--- config.mk ---
export PLATFORM = sky130hd
export DESIGN_NAME = mem_port_arbiter
export DESIGN_NICKNAME = d
export VERILOG_FILES = /design/src/rtl/mem_port_arbiter.sv
export SDC_FILE = /design/constraint.sdc
export NUM_CORES = 1
export LEC_CHECK = 0
export BUFFER_PORTS_ARGS = -buffer_cell sky130_fd_sc_hd__buf_2
export CORE_MARGIN = 3
export CORE_UTILIZATION = 29
export CTS_BUF_LIST = sky130_fd_sc_hd__clkbuf_8 sky130_fd_sc_hd__clkbuf_16
export DETAILED_ROUTE_END_ITERATION = 10
export PLACE_DENSITY = 0.77
export SLEW_MARGIN = 20
export SYNTH_ARGS = -nofsm -noshare
export SYNTH_HDL_FRONTEND = slang
export SYNTH_SLANG_ARGS = --single-unit
--- constraint.sdc ---
create_clock -name clk -period 1.59 [get_ports clk]
set_input_delay 0.0795 -clock clk [delete_from_list [all_inputs] [get_ports clk]]
set_output_delay 0.0795 -clock clk [all_outputs]
set_load 0.02 [all_outputs]
--- src/rtl/mem_port_arbiter.sv ---
// mem_port_arbiter: arbitrates loader burst writes and reader burst reads onto one RAM port.
// Tie-break is round-robin when ARB_ROUND_ROBIN_EN is defined, otherwise fixed loader priority.
module mem_port_arbiter #(
  parameter int NUM_ADDR = 5,
  parameter int DATA_W = 32
) (
  input  logic                clk,
  input  logic                rst,
  input  logic                ld_req,
  input  logic [NUM_ADDR-1:0] ld_addr,
  input  logic [NUM_ADDR-1:0] ld_len,
  input  logic [DATA_W-1:0]   ld_data,
  output logic                ld_gnt,
  output logic                ld_ack,
  output logic                ld_done,
  input  logic                rd_req,
  input  logic [NUM_ADDR-1:0] rd_addr,
  input  logic [NUM_ADDR-1:0] rd_len,
  output logic                rd_gnt,
  output logic                rd_valid,
  output logic [DATA_W-1:0]   rd_data,
  output logic                rd_done,
  output logic [NUM_ADDR-1:0] mem_a,
  output logic                mem_csb,
  output logic                mem_web,
  output logic                mem_oeb,
  output logic [DATA_W-1:0]   mem_i,
  input  logic [DATA_W-1:0]   mem_o
);
  typedef enum logic [1:0] {IDLE, WR, RD, DRAIN} state_t;
  state_t state, state_nx;
  logic [NUM_ADDR-1:0] addr, cnt;
  logic ld_done_q, rd_valid_q, ld_win, rd_win, last;
`ifdef ARB_ROUND_ROBIN_EN
  logic ld_turn;
  // Whoever was just granted yields the next tie to the other side.
  always_ff @(posedge clk) begin
    if (rst) ld_turn <= 1'b1;
    else if (ld_win || rd_win) ld_turn <= rd_win;
  end
  assign ld_win = (state == IDLE) && ld_req && (!rd_req || ld_turn);
`else
  assign ld_win = (state == IDLE) && ld_req;
`endif
  assign rd_win = (state == IDLE) && rd_req && !ld_win;
  assign last = (cnt == '0);
  always_comb begin
    state_nx = state;
    state_nx = (state == IDLE) ? (ld_win ? WR : rd_win ? RD : IDLE) :
               (state == WR)   ? (last ? IDLE : WR) :
               (state == RD)   ? (last ? DRAIN : RD) : IDLE;
  end
  always_ff @(posedge clk) begin
    if (rst) begin
      state <= IDLE;
      addr <= '0;
      cnt <= '0;
      ld_done_q <= 1'b0;
      rd_valid_q <= 1'b0;
    end else begin
      state <= state_nx;
      ld_done_q <= (state == WR) && last;
      rd_valid_q <= (state == RD);
      if (ld_win) begin
        addr <= ld_addr;
        cnt <= ld_len;
      end else if (rd_win) begin
        addr <= rd_addr;
        cnt <= rd_len;
      end else if (state == WR || state == RD) begin
        addr <= addr + 1'b1;
        cnt <= cnt - 1'b1;
      end
    end
  end
  assign ld_gnt = (state == WR);
  assign ld_ack = (state == WR);
  assign ld_done = ld_done_q;
  assign rd_gnt = (state == RD) || (state == DRAIN);
  assign rd_valid = rd_valid_q;
  // RAM read data arrives the cycle after the access, so it is passed straight through.
  assign rd_data = rd_valid_q ? mem_o : '0;
  assign rd_done = (state == DRAIN);
  assign mem_a = addr;
  assign mem_csb = !(state == WR || state == RD);
  assign mem_web = (state != WR);
  assign mem_oeb = (state != RD);
  assign mem_i = (state == WR) ? ld_data : '0;
endmodule

==> reports/metrics.yaml <==
status: "finished, final reports clean"
swShare_pct: 36.70
cp_max_fo: 34
crit_cells: 5
num_rows: 23
synth_area_leaders: "and2_1 (31%), dfxtp_1 (21%), ha_1 (6.6%), nand2_1 (4.5%), a21oi_1 (3.0%)"
grt_pass1_wl_um: 6996
gp_routability_congestion: 0.8079
drc: 0
wl_per_cell_um: 11.92
cts_tree: "built"
dpl_cell_area_mm2: 0.002276
cpMaxStageDelayCell: "dfxtp_2"
max-vdd-ir-drop_mv: 0.4037
min-delay-path-class: "input pin to register"
antenna_left: 0
crit_required_ns: 1.51
yosysTopAreaCell: "and2_1"
die_area_mm2: 0.005416
portBuffers: 165
synth_ff_type: "dfxtp_1"
grt_pass1_vias: 1670
crit_end: "mem_i[10]"
place_ws_ns: -0.08309
post-route-period-util_pct: 94.05
worstPathArrival_ns: 1.42
p_switching_w: 0.0005537
ys_top_cells_by_count: "and2_1 (65), nand2_1 (16), dfxtp_1 (14)"
drt_wl_total_um: 4780
io_pins: 166
syn_inst: 179
final_area_mm2: 0.002390
firstDrtPassIters: 4
async_flop_share_pct: 0
startpoint_type: "register"
critPathCaptureType: "output pin"
post_route_cells_drive_above_1_share_pct: 56.41
p_clk_share_pct: 24.3
synth_cell_types: 32
crit_chain: "buf_4 -> ha_1 -> buf_12 -> and2_1 -> buf_2"
clk_pin_slew_ns: 0.07
die-width_um: 73.60
fmax_mhz: 668.7
hold_buffers: 0
core_mm2: 0.004202
reg2reg_to: "mem_a[4]"
r2r_start: "state[0]"
synthToLayoutAreaGrowth_pct: 80.36
first_iter_violations: 54
crit_buf_inv: 3
seqPwrFrac_pct: 28.3
p_per_area_mw_per_mm2: 631.4
cts_max_level: 1
rsz0062_at_grt: "no"
fillers: 385
synth-warning-count: 0
overflow: 0
synth-seq-cells: 14
drv_cap: 0
setup_violations: 0
power_frac_comb_pct: 47.4
syn-num-nets: 274
critPathLaunch: "state[0]"
cts_sinks: 14
cts_buffers: 3
slowest_delay_ns: 0.32
track_usage_pct: 16.00
start_util_pct: 31.54
dpl.hpwl_um: 3964
slew_headroom_pct: 72.07
dr_total_vias: 1851
fin_hold_ws_ns: 0.06156
cts-root-buf: "clkbuf_8"
grt_start_max_net_pins: 35
diodes: 0
fin_crit_ns: 1.495
ys_seq_area_share_pct: 21.15
syn_avg_cell_area_um2: 7.402
worst_clock_skew_ns: 0.005427
worst-r2r-cell-count: 6
rrSetupSlack_ns: 0.09
holdPathStages: 3
clock_path_buffers: 2
synth_edf_count: 0
tns_ns: 0
yosysTopAreaCellShare_pct: 30.69
leakage_nw: 1.408
clk_latency_ns: 0.25
crit_type: "register to output pin"
cpLargestDelayFamily: "buffers and inverters"
yosysMostFrequentCell: "and2_1"
hold_violations: 0
die_h_um: 73.60
antenna_found_initial: 0
final.setup.worst_slack_ns: 0.09455
slew_viol_final: 0
netlist_area_mm2: 0.001325
p_int_w: 0.0009552
worst_pin_slew_ns: 0.4084
viasPerCell: 4.616
nNetsFinal: 447
-- worst min-delay path: stages --
cell	delay, ns
buf_2	0.10
nand2_1	0.04
a21oi_1	0.05
-- final cells by class --
class,instances,area (µm²),share of cell area (%)
sequential,14,282.8,11.83
multi-input combinational,146,1012,42.36
clock buffer,4,55.05,2.304
inverter,7,26.28,1.099
timing repair buffer,180,950.9,39.79
tap,50,62.56,2.618
-- state kept, by name, indices dropped and copies added, names as in the netlist --
register / flops
cnt: 5
mem_a: 5
state: 2
ld_done: 1
rd_valid: 1
-- cells by family (layout without fill, tap and decap cells) --
| group | after synthesis | in the layout | synth area share (%) |
|---|---|---|---|
| AND/OR/NAND/NOR | 103 | 103 | 45.80 |
| AO/OA/AOI/OAI | 27 | 27 | 14.17 |
| buffers and inverters | 19 | 191 | 5.949 |
| flip-flops | 14 | 14 | 21.15 |
| adder cells (fa/ha/maj) | 7 | 7 | 6.610 |
| XOR/XNOR | 5 | 5 | 3.306 |
| multiplexers | 4 | 4 | 3.022 |
-- repair_timing --
item | in CTS | in global routing
buffers inserted | 0 | 0
gates resized for setup | 5 | 15
endpoints found under the setup margin | 2 | 37
cloned | 0 | 0
endpoints found under the hold margin | 0 | 0
pin swaps | 1 | 2
-- worst min-delay path by stage --
stage | from | end | slack (ns)
2_1_floorplan | rst | cnt[1] | 0.15
3_3_place_gp | ld_addr[2] | mem_a[2] | 0.32
3_5_place_dp | ld_addr[1] | mem_a[1] | 0.33
4_1_cts | ld_len[2] | cnt[2] | 0.06
5_1_grt | ld_len[2] | cnt[2] | 0.08
6_report | ld_len[2] | cnt[2] | 0.06
-- power by group through the flow --
stage	Combinational, W	Sequential [W]	Clock (W)
after detailed placement	0.000682	0.000429	0
after CTS	0.000695	0.000423	0.000369
after floorplan	0.000378	0.000447	0
final	0.000715	0.000427	0.000367
after global placement	0.000668	0.000428	0
after global routing	0.000785	0.000432	0.000383
-- stage by stage --
stage	util [%]	power (W)	cells
3_3_place_gp	54.17	0.001095	397
5_1_grt	56.88	0.001599	401
4_1_cts	55.93	0.001487	401
6_report	56.88	0.001509	401
2_1_floorplan	-	0.0008249	179
3_5_place_dp	54.17	0.001111	397
-- placed cells by master, fill, tap and decap left out, types with 2 or more instances in the layout --
master,count
o21ai_1,2
o211ai_1,5
ha_1,5
dfxtp_2,2
and3_1,3
xnor2_1,3
dfxtp_1,12
o21a_1,2
buf_2,165
inv_1,5
a211o_1,3
inv_2,2
nor2_1,8
mux2i_1,4
nor3b_1,2
xor2_1,2
nand2_1,16
clkbuf_8,4
buf_4,14
and2_1,65
a21oi_1,7
-- layer usage --
| metal | wire [µm] | GRT usage (%) | vias up |
|---|---|---|---|
| li1 | - | - | 937 |
| met1 | 1795 | 18.44 | 798 |
| met2 | 2456 | 30.12 | 112 |
| met3 | 495 | 3.146 | 4 |
| met4 | 32 | 3.219 | 0 |
| met5 | 0 | 0 | - |
No activity file was read; power rests on OpenSTA's default activity.
